**config.mk**
```make
export PLATFORM = sky130hd
export DESIGN_NAME = apb_reg_slave
export DESIGN_NICKNAME = d
export VERILOG_FILES = /design/src/rtl/apb_reg_slave.sv
export SDC_FILE = /design/constraint.sdc
export NUM_CORES = 1
export LEC_CHECK = 0
export BUFFER_PORTS_ARGS = -buffer_cell sky130_fd_sc_hd__buf_4
export CAP_MARGIN = 20
export CORE_MARGIN = 1
export CORE_UTILIZATION = 48
export CTS_CLUSTER_DIAMETER = 100
export DETAILED_ROUTE_END_ITERATION = 16
export PLACE_DENSITY_LB_ADDON = 0.1
export SLEW_MARGIN = 15
export SYNTH_ARGS = -nofsm -noshare
export SYNTH_HDL_FRONTEND = slang
export SYNTH_SLANG_ARGS = --single-unit
```
**constraint.sdc**
```tcl
create_clock -name hclk -period 2.4 [get_ports hclk]
set_clock_uncertainty 0.15 [all_clocks]
set_input_delay 0.48 -clock hclk [delete_from_list [all_inputs] [get_ports hclk]]
set_output_delay 0.48 -clock hclk [all_outputs]
set_load 0.01 [all_outputs]
```
**src/rtl/apb_reg_slave.sv**
```systemverilog
// APB register slave: ID, live STATUS and NUM_REGS-2 read/write control words.
// Optional wait-state insertion is compiled in with `define APB_SLV_WAIT_EN.
module apb_reg_slave #(
    parameter int                    ADDR_WIDTH  = 8,
    parameter int                    DATA_WIDTH  = 32,
    parameter int                    NUM_REGS    = 8,
    parameter int                    WAIT_CYCLES = 2,
    parameter logic [DATA_WIDTH-1:0] ID_VALUE    = 32'hA5B2_0001
) (
    input  logic                                 hclk,
    input  logic                                 hreset_n,
    input  logic                                 psel,
    input  logic                                 penable,
    input  logic [ADDR_WIDTH-1:0]                paddr,
    input  logic                                 pwrite,
    input  logic [DATA_WIDTH-1:0]                pwdata,
    input  logic [DATA_WIDTH-1:0]                status_in,
    output logic [DATA_WIDTH-1:0]                prdata,
    output logic                                 pready,
    output logic                                 pslverr,
    output logic [DATA_WIDTH*(NUM_REGS-2)-1:0]   rw_regs
);

    localparam int IW = ADDR_WIDTH - 2;

`ifdef APB_SLV_WAIT_EN
    typedef enum logic [1:0] {ST_IDLE = 2'd0, ST_RESP = 2'd1, ST_WAIT = 2'd2} state_e;
`else
    typedef enum logic [1:0] {ST_IDLE = 2'd0, ST_RESP = 2'd1} state_e;
`endif

    state_e                state_q, state_d;
    logic [IW-1:0]         idx_q, idx_d;
    logic                  write_q, write_d;
    logic [DATA_WIDTH-1:0] wdata_q, wdata_d;
    logic                  err_q, err_d;
    logic [DATA_WIDTH-1:0] rdval_q, rdval_d;
    logic [DATA_WIDTH-1:0] prdata_q, prdata_d;
    logic                  pready_q, pready_d;
    logic                  pslverr_q, pslverr_d;
    logic [DATA_WIDTH-1:0] regs_q [NUM_REGS-2];
    logic [DATA_WIDTH-1:0] regs_d [NUM_REGS-2];
`ifdef APB_SLV_WAIT_EN
    logic [3:0]            cnt_q, cnt_d;
`endif

    logic [IW-1:0]         idx;
    logic                  dec_err;
    logic [DATA_WIDTH-1:0] rd_val;

    assign idx = paddr[ADDR_WIDTH-1:2];

    // Decode of the address presented in the setup phase; writes and errors read back as 0.
    always_comb begin
        dec_err = (paddr[1:0] != 2'b00) || (int'(idx) >= NUM_REGS) ||
                  (pwrite && (int'(idx) < 2));
        rd_val  = '0;
        if (int'(idx) == 0) begin
            rd_val = ID_VALUE;
        end else if (int'(idx) == 1) begin
            rd_val = status_in;
        end else begin
            for (int i = 0; i < NUM_REGS - 2; i++) begin
                if (int'(idx) == i + 2) rd_val = regs_q[i];
            end
        end
        if (dec_err || pwrite) rd_val = '0;
    end

    always_comb begin
        state_d   = state_q;
        idx_d     = idx_q;
        write_d   = write_q;
        wdata_d   = wdata_q;
        err_d     = err_q;
        rdval_d   = rdval_q;
        regs_d    = regs_q;
        prdata_d  = '0;
        pready_d  = 1'b0;
        pslverr_d = 1'b0;
`ifdef APB_SLV_WAIT_EN
        cnt_d     = cnt_q;
`endif
        case (state_q)
            ST_IDLE: begin
                if (psel && !penable) begin
                    idx_d     = idx;
                    write_d   = pwrite;
                    wdata_d   = pwdata;
                    err_d     = dec_err;
                    rdval_d   = rd_val;
                    state_d   = ST_RESP;
                    pready_d  = 1'b1;
                    pslverr_d = dec_err;
                    prdata_d  = rd_val;
`ifdef APB_SLV_WAIT_EN
                    if (WAIT_CYCLES != 0) begin
                        state_d   = ST_WAIT;
                        cnt_d     = 4'(WAIT_CYCLES);
                        pready_d  = 1'b0;
                        pslverr_d = 1'b0;
                        prdata_d  = '0;
                    end
`endif
                end
            end
`ifdef APB_SLV_WAIT_EN
            ST_WAIT: begin
                if (!psel || !penable) begin
                    state_d = ST_IDLE;
                    cnt_d   = 4'd0;
                end else if (cnt_q == 4'd1) begin
                    state_d   = ST_RESP;
                    cnt_d     = 4'd0;
                    pready_d  = 1'b1;
                    pslverr_d = err_q;
                    prdata_d  = rdval_q;
                end else begin
                    cnt_d = cnt_q - 4'd1;
                end
            end
`endif
            ST_RESP: begin
                // Commit only if the master is still in the access phase at the closing edge.
                if (write_q && !err_q && psel && penable) begin
                    for (int i = 0; i < NUM_REGS - 2; i++) begin
                        if (int'(idx_q) == i + 2) regs_d[i] = wdata_q;
                    end
                end
                state_d = ST_IDLE;
            end
            default: state_d = ST_IDLE;
        endcase
    end

    // NOTE: the control-word array is reset with the rest of the state because
    // software expects every R/W word to read 0 after reset.
    always_ff @(posedge hclk or negedge hreset_n) begin
        if (!hreset_n) begin
            state_q   <= ST_IDLE;
            idx_q     <= '0;
            write_q   <= 1'b0;
            wdata_q   <= '0;
            err_q     <= 1'b0;
            rdval_q   <= '0;
            prdata_q  <= '0;
            pready_q  <= 1'b0;
            pslverr_q <= 1'b0;
            for (int i = 0; i < NUM_REGS - 2; i++) regs_q[i] <= '0;
`ifdef APB_SLV_WAIT_EN
            cnt_q     <= 4'd0;
`endif
        end else begin
            state_q   <= state_d;
            idx_q     <= idx_d;
            write_q   <= write_d;
            wdata_q   <= wdata_d;
            err_q     <= err_d;
            rdval_q   <= rdval_d;
            prdata_q  <= prdata_d;
            pready_q  <= pready_d;
            pslverr_q <= pslverr_d;
            regs_q    <= regs_d;
`ifdef APB_SLV_WAIT_EN
            cnt_q     <= cnt_d;
`endif
        end
    end

    always_comb begin
        rw_regs = '0;
        for (int i = 0; i < NUM_REGS - 2; i++) begin
            rw_regs[i*DATA_WIDTH +: DATA_WIDTH] = regs_q[i];
        end
    end

    assign prdata  = prdata_q;
    assign pready  = pready_q;
    assign pslverr = pslverr_q;

endmodule

```
# Yosys cells after proc, flatten, opt, wreduce, memory -nomap -nowiden
# Cells that the tools add are included.
dict set report op_classes {
  add_sub_neg 0
  mul 0
  n_div 0
  order_cmp 2
  eq_ne 15
  shifts 0
  n_mux 17
  bitwise 0
  reduce_logical 20
}
# operator n
set op_table {}
lappend op_table {{$mux W32} 11}
lappend op_table {{$eq A6 B4 Y1 const B} 8}
lappend op_table {{$eq A6 B3 Y1 const B} 4}
lappend op_table {{$reduce_and A3 Y1} 6}
lappend op_table {{$eq A6 B2 Y1 const B} 1}
lappend op_table {{$ge A6 B4 Y1 const B} 1}
lappend op_table {{$logic_not A6 Y1} 1}
lappend op_table {{$lt A6 B2 Y1 const B} 1}
lappend op_table {{$logic_and A1 B1 Y1} 5}
lappend op_table {{$mux W1} 4}
lappend op_table {{$mux W2} 2}
lappend op_table {{$logic_or A1 B1 Y1} 3}
lappend op_table {{$eq A2 B1 Y1 const B} 1}
lappend op_table {{$logic_not A1 Y1} 2}
lappend op_table {{$logic_not A2 Y1} 1}
lappend op_table {{$ne A2 B2 Y1 const B} 1}
lappend op_table {{$reduce_and A2 Y1} 1}
lappend op_table {{$reduce_bool A2 Y1} 1}
dict set report word_totals {
  reg_bits 268
  latch_bits 0
  ram_bits 0
  mem_bits_ro 0
  in_bits 77
  out_inout_bits 226
  mem_count 0
}

# Longest topological paths before layout
# Gate-level depths: netlist of the first run.
dict set report logic_depth {
  ltp_word 12
  ltp_mapped 7
  ltp_nobuf 4
}

# Worst setup path before layout of the first run
# OpenSTA, ideal clock, no wires.
dict set report synth_path {
  path_kind {reg2reg}
  start {reg err_q}
  end {reg regs_q (netlist bit rw_regs[129])}
  arrival_ns 2.013
  slack_ns 0.112
  stages_incl_launch_ff 6
  period_less_slack_ns 2.288
  cell_sequence {dfrtp_1 > or4_4 > or4_1 > buf_2 > buf_6 > mux2_4}
}
dict set report synth_via {
  elab_chain_len 5
}
# item line_no
set synth_rtl {}
lappend synth_rtl {{start: declaration} 36} ;# logic err_q, err_d;
lappend synth_rtl {{start signal: assignment} 158} ;# err_q <= err_d;
lappend synth_rtl {{$logic_not A1 Y1} 125} ;# if (write_q && !err_q && psel && penable) begin
lappend synth_rtl {{$logic_and A1 B1 Y1 (3 in a row)} 125}
lappend synth_rtl {{$reduce_and A3 Y1 (no line)} n/a}
lappend synth_rtl {{end signal: assignment} 163} ;# regs_q <= regs_d;
lappend synth_rtl {{end: declaration} 41} ;# logic [DATA_WIDTH-1:0] regs_q [NUM_REGS-2];
# Every way passes these cells.
# A chain may end at the register's enable or synchronous reset.

# Worst setup path in the final report of the first run
dict set report layout_path {
  start {reg idx_q[4]}
  end {reg regs_q (netlist bit rw_regs[154])}
}
dict set report layout_via {
  elab_chain_len 2
}
# item line_no
set layout_rtl {}
lappend layout_rtl {{start: declaration} 33} ;# logic [IW-1:0] idx_q, idx_d;
lappend layout_rtl {{start signal: assignment} 155} ;# idx_q <= idx_d;
lappend layout_rtl {{$eq A6 B4 Y1} 127} ;# if (int'(idx_q) == i + 2) regs_d[i] = wdata_q;
lappend layout_rtl {{$reduce_and A3 Y1 (no line)} n/a}
# Every way passes these cells.

==> results of run 1 <==
## layout by cell type, fill, tap and decap left out, drive strengths merged, types with 2 or more instances in the layout
cell type    synthesis  layout
or3                  2       2
a22oi               21      21
nand2b               9       9
clkbuf              30      42
mux2               250     250
a211oi              25      25
and3                 7       7
nor3b                3       3
nor3                 8       8
o21ai                4       4
mux2i               11      11
nand2                9       9
mux4                 3       3
o2bb2ai              3       3
o21bai               4       4
clkinv               1       6
nor2b                9       9
clkinvlp             0       2
nor4                 2       2
bufinv               0       3
a221oi              18      18
a2111oi              7       7
or4                  2       2
a22o                28      28
buf                 29     363
nor2                15      15
o22ai                7       7
dlygate4sd3          0       2
a21oi               30      30
o221ai               4       4
o211ai               4       4
dfrtp              267     267
inv                  3       3
## sequential cells by signal, indices dropped and copies added (netlist names)
signal and cells:
rw_regs 192, prdata 32, wdata_q 32, idx_q 6
err_q 1, pready 1, pslverr 1, state_q 1
write_q 1
## routing by layer
layer	vias up	wire length [µm]
met2	330	16700
met3	38	2460
met4	0	555
met1	4340	14900
met5	-	0
li1	3772	-
## final cells by class
class                           count  area (µm²)  area share, %
Clock buffer                       42         825           5.22
Clock inverter                     10         134          0.847
Inverter                            4        15.0         0.0950
Multi-Input combinational cell    491        4750           30.1
Sequential cell                   267        6680           42.3
Tap cell                          319         399           2.53
Timing Repair Buffer              365        3000           19.0
## critical path, delay by kind of cell (launching register included)
family                 cells  cell delay [ns]
buffers and inverters      1             0.20
flip-flops                 1             0.38
multiplexers               1             0.31
AND/OR/NAND/NOR            2             1.18
## where the power goes
part	total [mW]	internal (mW)	switching, mW
clock	4.45	2.69	1.75
combinational	0.645	0.311	0.334
sequential	4.84	4.63	0.213
## cells by family after synthesis
logic type | after synthesis | synth area share [%]
and+or+nand+nor | 71 | 3.56
DFF | 267 | 57.5
buffers and inverters | 63 | 2.37
muxes | 264 | 26.7
AOI/OAI and AO/OA | 156 | 9.92
## worst max path at each step
| stage | cells after the start | startpoint | slack (ns) | to |
|---|---|---|---|---|
| after global routing | 9 | penable | -0.02 | rw_regs[19] |
| after floorplan | 5 | err_q | 0.11 | rw_regs[129] |
| after global placement | 4 | err_q | -0.05 | rw_regs[159] |
| after CTS | 5 | err_q | 0.008 | rw_regs[18] |
| final | 4 | idx_q[4] | 0.03 | rw_regs[154] |
| after detailed placement | 4 | err_q | -0.06 | rw_regs[159] |
## repair_timing
item / CTS / global route
hold endpoints to repair: 58 / 0
setup buffers: 2 / 2
hold buffers: 2 / 0
gates cloned: 1 / 0
endpoints found under the setup margin: 60 / 34
gates resized for setup: 2 / 5
pin swaps: 0 / 3
## per-stage QoR
| step | utilization, % | setup slack (ns) | cell area, µm² |
|---|---|---|---|
| floorplan | - | 0.112 | 11600 |
| global placement | 62.5 | -0.0461 | 14700 |
| detailed placement | 62.5 | -0.0603 | 14700 |
| CTS | 66.8 | 0.00849 | 15800 |
| global route | 66.9 | -0.0211 | 15800 |
| finish | 66.9 | 0.0322 | 15800 |
==> summary.md, run 1 <==
| Metric | Value |
|---|---|
| Cells after DPL | `1,440` |
| Synth top area share | `57.5%` |
| Final period util | `98.7%` |
| Setup TNS | `0 ns` |
| Final Hold Fails | `0` |
| Ant. Diodes | `0` |
| Routed wire length per instance | `23.1 µm` |
| TritonRoute pass-1 iters | `5` |
| CTS Buf Count | `29` |
| Total number of vias | `8,480` |
| Synth cell count leaders | `267 x dfrtp_1, 207 x mux2_2, 30 x a21oi_1, 30 x clkbuf_1, 30 x mux2_4` |
| Syn avg cell area | `14.2 µm²` |
| IO Pins | `303` |
| Kind of critical path | `flip-flop to flip-flop` |
| RSZ-0062 raised after global routing | `true` |
| DIE AREA | `24,900 µm²` |
| Nets | `1,235` |
| Power Density | `629 nW/µm²` |
| IO buf count | `302` |
| Rel. slew slack | `50.2%` |
| Rows | `56` |
| Hold path depth | `2` |
| Post-synth cell types | `43` |
| Initial cell density of the core | `49.3%` |
| CP peak stage delay | `0.60 ns` |
| R2R Setup Slk | `0.03 ns` |
| FF-to-FF path depth | `4` |
| Worst path cell trace | `or4_4, or4_4, buf_12, mux2_4` |
| Clk Tree Root Cell | `clkbuf_16` |
| DRT antenna net count | `0` |
| FF-to-FF End | `rw_regs[154]` |
| Hold Path Class | `primary input to flip-flop` |
| Chip Height | `158 µm` |
| Register area share after synthesis | `57.5%` |
| Area grow syn2layout | `35.9%` |
| Maximum vdd ir drop | `0.000469 V` |
| Non-Filler Instances | `1,498` |
| Crit. End Element | `flip-flop` |
| Total power | `9.94 mW` |
| GPL Wtd Cong | `0.814` |
| Clock latency on the worst-skew pair | `0.53 ns` |
| Maxcap violations | `0` |
| TritonCTS clock tree | `done` |
| Seq cells post-synth | `267` |
| Top-count cell post-synth | `dfrtp_1` |
| Critical path's slowest cell | `or4_4` |
| Critical Path RT | `2.66 ns` |
| CP most frequent cell | `or4_4` |
| First-pass GRT wire length | `52.1 mm` |
| WP data arrival | `2.63 ns` |
| Met3 GRT Util | `5.17%` |
| CP max FO | `19` |
| Clock H-tree levels | `1` |
| Synth async-reset ratio | `100%` |
| Leak | `8.06 nW` |
| Met2 GRT Util | `46.3%` |
| Fmax | `0.422 GHz` |
| Sink Count | `267` |
| Vias in the first global route | `8,429` |
| DPL Wire Length | `23.7 mm` |
| Mapped Area | `11,600 µm²` |
| Cells after synthesis | `821` |
| Final setup vio count | `0` |
| Initial drt markers | `523` |
| Number of antenna violations at the first check in global routing | `0` |
| Critical path startpoint category | `flip-flop` |
| Mapped Nets | `898` |
| Hold Crit Start | `pwdata[12]` |
| WHS Endpoint | `wdata_q[12]` |
| Overall routed net length | `34.6 mm` |
| Most used routing layer | `met2` |
| Die W | `158 µm` |
| Max-slew violations | `0` |
| Synth area leader | `dfrtp_1` |
| Reg2reg start | `idx_q[4]` |
| Pin count of the biggest net entering global routing | `66` |
| Global Route Usage Sum | `28.2%` |
| CTS clock-pin slew for the worst setup and hold paths | `0.06 ns` |
| Minimum clock period | `2.37 ns` |
| Main synth FF type | `dfrtp_1` |
| DR vias/cell | `5.66` |
| Worst hold slack | `0.0221 ns` |
| Layout cells sized above 1 | `56.2%` |
| Synth area leaders | `dfrtp_1 57%, mux2_2 20%, mux2_4 3.9%, a22o_1 2.1%, a211oi_1 1.6%` |
| GR Layer Usage met1 | `39.0%` |
| Fillers | `1,754` |
| Overflow left after global routing | `0` |
| CORE AREA | `23,600 µm²` |
| Run status | `finished clean` |
| DRC Markers | `0` |
| Bufs on Longest Clock Path | `3` |
| Number of synthesized flops with an enable pin | `0` |
| Synthesis Warnings | `0` |
| Least-Margin Pin Slew | `0.748 ns` |
(Power assumes the default switching activity.)
==> run 2, diff against run 1 <==
CORE_MARGIN = 4   (was 1)
==> run 2 against run 1 <==
  * Sequential power about the same
  * Sequential cell count unchanged
  * Power up 1.7%
  * Highest routed layer unchanged
  * Core utilization about the same
  * Hold slack worse by 0.0064 ns
==> summary.md, run 2 (synthesis gave the netlist of run 1 again) <==
| Metric | Value |
|---|---|
| DIE AREA | `26,800 µm²` |
| Number of flip-flops in the largest register | `192` |
| Power Density | `638 nW/µm²` |
| Cells after DPL | `1,442` |
| Critical Path RT | `2.66 ns` |
| Nets | `1,237` |
| Least-Margin Pin Slew | `0.571 ns` |
| Bufs on Longest Clock Path | `3` |
| WP data arrival | `2.63 ns` |
| Final Hold Fails | `0` |
| Most frequent cells in the layout | `343 x buf_4, 267 x dfrtp_1, 207 x mux2_2, 30 x a21oi_1, 30 x mux2_4` |
| Clock H-tree levels | `1` |
| Layout cells sized above 1 | `56.6%` |
| IO Pins | `303` |
| Max-slew violations | `0` |
| Critical path's slowest cell | `or4_4` |
| Crit path depth | `4` |
| CTS Buf Count | `29` |
| Kind of critical path | `flip-flop to flip-flop` |
| Clock latency on the worst-skew pair | `0.54 ns` |
| CTS clock-pin slew for the worst setup and hold paths | `0.06 ns` |
| Dpl cell area | `14,700 µm²` |
| GPL Wtd Cong | `0.842` |
| CP most frequent cell | `or4_4` |
| Initial cell density of the core | `49.1%` |
| RSZ-0062 raised after global routing | `true` |
| Pre-CTS WS | `-0.0504 ns` |
| Delay-heaviest family, CP | `simple AND/OR/NAND/NOR gates` |
| CP max FO | `15` |
| Run status | `finished clean` |
| Maximum vdd ir drop | `0.000459 V` |
| DR vias/cell | `5.73` |
| Final instance area | `15,800 µm²` |
| Routed wire length per instance | `24.0 µm` |
| Leak | `8.09 nW` |
| CORE AREA | `23,700 µm²` |
| Number of antenna violations at the first check in global routing | `0` |
| CP peak stage delay | `0.60 ns` |
| Ant. Diodes | `0` |
| Fmax | `0.423 GHz` |
| First-pass GRT wire length | `54.3 mm` |
| Area grow syn2layout | `36.2%` |
| Worst path cell trace | `or4_4, or4_4, buf_12, mux2_4` |
| Hold path depth | `2` |
| Area of the multi-input gates | `4750 µm²` |
| Vias in the first global route | `8,993` |
| Register area | `6680 µm²` |
| TritonCTS clock tree | `done` |
| FF-to-FF path depth | `4` |
| Crit. End Element | `flip-flop` |
| Final period util | `98.4%` |
| Post-layout util | `66.9%` |
| DRT antenna net count | `0` |
| Chip Height | `164 µm` |
| Rel. slew slack | `61.0%` |
| Minimum clock period | `2.36 ns` |
| Die W | `164 µm` |
| Pin count of the biggest net entering global routing | `72` |
| Rows | `56` |
| DPL Wire Length | `25.0 mm` |
| Setup ws final | `0.0378 ns` |
| Overall routed net length | `36.0 mm` |
| Global Route Usage Sum | `26.4%` |
| Commonest non-fill, non-tap cell in the layout | `buf_4` |
| Sink Count | `267` |
| Hold Path Class | `primary input to flip-flop` |
| Total number of vias | `8,591` |
| Fillers | `1,815` |
| Critical path startpoint category | `flip-flop` |
| Clk Tree Root Cell | `clkbuf_16` |
| Overflow left after global routing | `0` |
| IO buf count | `302` |
| Maxcap violations | `0` |
| TritonRoute pass-1 iters | `5` |
| Initial drt markers | `613` |
| DRC Markers | `0` |
| Final setup vio count | `0` |
| WP buf/inv | `1` |
| Non-Filler Instances | `1,500` |
| Total power | `10.1 mW` |
==> run 2: final timing paths <==
| check | slack [ns] | endpoint | startpoint |
|---|---|---|---|
| max | 0.04 | rw_regs[143] | idx_q[5] |
| min | 0.02 | wdata_q[0] | pwdata[0] |
| max reg2reg | 0.04 | rw_regs[143] | idx_q[5] |
| min reg2reg | 0.33 | state_q[0] | state_q[0] |
| max in group asynchronous | 1.11 | prdata[26] | hreset_n |
| min in group asynchronous | 0.27 | rw_regs[170] | hreset_n |
==> run 2: area by class of cell <==
cell class                 count  share of cell area (%)
clock buffer                  40                    5.47
clock inverter                12                   0.877
inverter                       4                  0.0948
multi-input combinational    491                    30.0
sequential                   267                    42.2
tap                          319                    2.52
timing repair buffer         367                    18.9
==> run 2: where the power goes <==
group | switching, mW | total (mW) | internal, mW | leakage [nW]
registers | 0.214 | 4.84 | 4.63 | 3.64
clock network | 1.79 | 4.62 | 2.83 | 0.509
logic | 0.336 | 0.647 | 0.311 | 3.95
==> run 2: metrics by stage <==
stage | setup TNS [ns] | hold WS (ns)
3_5_place_dp | -1.79 | 0.240
2_1_floorplan | 0 | 0.0344
4_1_cts | 0 | 0.0000802
3_3_place_gp | -1.26 | 0.246
5_1_grt | -0.711 | 0.00185
6_report | 0 | 0.0157
==> run 2: worst register-to-register path, stage by stage, from the launching register on <==
cell,delay [ns]
dfrtp_1,0.37
or4_4,0.60
or4_4,0.59
buf_12,0.19
mux2_4,0.32
==> run 2: what timing repair did <==
item | 4_1_cts | 5_1_grt
hold buffers | 4 | 0
endpoints found under the hold margin | 40 | 0
pin swaps | 0 | 3
setup buffers | 1 | 2
gates cloned | 1 | 0
gates resized for setup | 4 | 4
endpoints found under the setup margin | 52 | 35
==> run 2: metal layers <==
metal / global-route usage (%) / up-vias / wire, µm
met1: 36.1 / 4411 / 14800
met2: 43.0 / 361 / 17400
li1: - / 3766 / -
met3: 5.50 / 53 / 2950
met5: 0 / - / 0
met4: 7.36 / 0 / 825
==> run 3, diff against run 2 <==
CORE_UTILIZATION = 50   (was 48)
CTS_BUF_LIST = sky130_fd_sc_hd__clkbuf_2 sky130_fd_sc_hd__clkbuf_4 sky130_fd_sc_hd__clkbuf_8   (was unset)
==> run 3 against run 2 <==
  * Final cell count rose by 2.0%
  * Sequential share of layout area down 0.10 points
  * Hold slack gained 0.0015 ns
  * Wire length grew 0.19%
  * Design area grew 0.24%
  * Critical path type unchanged
  * Critical path depth up 2
  * Combinational power is 2% higher
  * Clock power shrank 12%
==> summary.md, run 3 (synthesis gave the netlist of run 1 again) <==
| Metric | Value |
|---|---|
| Total number of vias | `8,776` |
| Ant. Diodes | `0` |
| Routed wire length per instance | `23.6 µm` |
| First-pass GRT wire length | `55.0 mm` |
| DRC Markers | `0` |
| DPL Wire Length | `24.8 mm` |
| Sink Count | `267` |
| CTS clock-pin slew for the worst setup and hold paths | `0.06 ns` |
| Nets | `1,267` |
| Rel. slew slack | `56.7%` |
| Overflow left after global routing | `0` |
| Maximum vdd ir drop | `0.000575 V` |
| Clock H-tree levels | `2` |
| WHS Endpoint | `wdata_q[6]` |
| Global Route Usage Sum | `27.3%` |
| Critical Path RT | `2.66 ns` |
| Hold path depth | `2` |
| CP max FO | `7` |
| CORE AREA | `22,800 µm²` |
| Worst path cell trace | `or4_4, nor3_4, nor3b_4, buf_6, buf_6, mux2_2` |
| Least-Margin Pin Slew | `0.633 ns` |
| R2R Setup Slk | `0.07 ns` |
| DR vias/cell | `5.74` |
| Crit. End Element | `flip-flop` |
| Pre-CTS WS | `-0.0627 ns` |
| Final period util | `97.3%` |
| Layout cells sized above 1 | `57.2%` |
| Commonest non-fill, non-tap cell in the layout | `buf_4` |
| Vias in the first global route | `9,210` |
| Number of flip-flops in the largest register | `192` |
| WL met3 | `2.88 mm` |
| Top Metal Used | `met4` |
| Overall routed net length | `36.1 mm` |
| Kind of critical path | `flip-flop to flip-flop` |
| TritonRoute pass-1 iters | `5` |
| Hold Crit Start | `pwdata[6]` |
| DIE AREA | `25,800 µm²` |
| WP data arrival | `2.59 ns` |
| CTS Buf Count | `44` |
| Final setup vio count | `0` |
| Minimum clock period | `2.33 ns` |
| Final Hold Fails | `0` |
| Maxcap violations | `0` |
| Pin count of the biggest net entering global routing | `64` |
| Power Density | `602 nW/µm²` |
| Leak | `8.13 nW` |
| FF-to-FF End | `rw_regs[5]` |
| GPL Wtd Cong | `0.861` |
| Run status | `finished clean` |
| Clock latency on the worst-skew pair | `0.55 ns` |
| Number of antenna violations at the first check in global routing | `0` |
| FF-to-FF path depth | `6` |
| Initial cell density of the core | `51.1%` |
| Bufs on Longest Clock Path | `3` |
| Area grow syn2layout | `36.5%` |
| Critical path startpoint category | `flip-flop` |
| DRT antenna net count | `0` |
| Hold Path Class | `primary input to flip-flop` |
| CP most frequent cell | `buf_6` |
| Metal2 WL | `17.4 mm` |
| Most frequent cells in the layout | `345 x buf_4, 267 x dfrtp_1, 207 x mux2_2, 54 x clkbuf_8` |
| Setup TNS | `0 ns` |
| Rows | `55` |
| Die W | `161 µm` |
| Clk Tree Root Cell | `clkbuf_8` |
| Chip Height | `161 µm` |
| Fmax | `0.428 GHz` |
| Initial drt markers | `556` |
| Met1 wire length | `14.6 mm` |
| IO buf count | `302` |
| Reg2reg start | `err_q` |
| IO Pins | `303` |
| TritonCTS clock tree | `done` |
| Critical path's slowest cell | `or4_4` |
| CP peak stage delay | `0.60 ns` |
| Max-slew violations | `0` |
| Setup ws final | `0.0653 ns` |
## run 3: changes by cell type in the layout (fill, tap and decap cells not counted)
cell / before / now
clkbuf_8: 10 / 54
clkinvlp_4: 0 / 2
dlygate4sd3_1: 4 / 14
buf_4: 343 / 345
clkbuf_16: 29 / 0
bufinv_16: 3 / 1
buf_6: 3 / 4
clkbuf_1: 1 / 0
clkinv_2: 8 / 4
inv_6: 1 / 0
buf_12: 15 / 16
clkbuf_4: 0 / 13
## run 3: worst max-delay path by stage
| stage | start | to | slack, ns |
|---|---|---|---|
| floorplan | err_q | rw_regs[129] | 0.11 |
| detailed placement | err_q | rw_regs[128] | -0.06 |
| CTS | idx_q[4] | rw_regs[8] | 0.02 |
| global placement | err_q | rw_regs[128] | -0.04 |
| global route | err_q | rw_regs[3] | -0.02 |
| finish | err_q | rw_regs[5] | 0.07 |
## run 3: worst max-delay path: cells and delay by family (launching register included)
kind          cells  cell delay, ns
flops             1            0.37
buf+inv           2            0.30
simple gates      3            1.06
mux               1            0.33
## run 3: report_power, final
part           internal [mW]  leakage [nW]  switching, mW
clock                   2.31         0.474           1.74
sequential              4.63          3.64          0.218
combinational          0.324          4.02          0.338
## run 3: routing by layer
metal,vias up,GRT usage (%)
met5,-,0
met4,0,9.78
met3,82,7.16
met2,385,44.0
met1,4469,35.9
li1,3840,-
## run 3: per-stage QoR
step	cell area, µm²	util (%)	power (mW)	instances	hold slack, ns
2_1_floorplan	11600	-	5.12	821	0.0344
3_3_place_gp	14800	64.8	5.55	1437	0.315
3_5_place_dp	14800	64.8	5.57	1437	0.320
4_1_cts	15800	69.6	9.65	1526	0.000332
5_1_grt	15900	69.7	9.94	1530	0.00138
6_report	15900	69.7	9.56	1530	0.0173
## run 3: timing repair
item / 4_1_cts / 5_1_grt
hold buffers: 14 / 0
gates cloned: 1 / 1
buffers inserted: 2 / 3
pin swaps: 2 / 2
endpoints found under the hold margin: 69 / 0
gates resized for setup: 5 / 3
endpoints found under the setup margin: 64 / 59
## run 3: cell type report
class | instances | area, µm²
fill | 1664 | 6900
sequential | 267 | 6680
multi-input combinational | 491 | 4750
timing repair buffer | 382 | 3150
clock buffer | 66 | 833
tap | 313 | 392
clock inverter | 7 | 65.1
inverter | 4 | 15.0
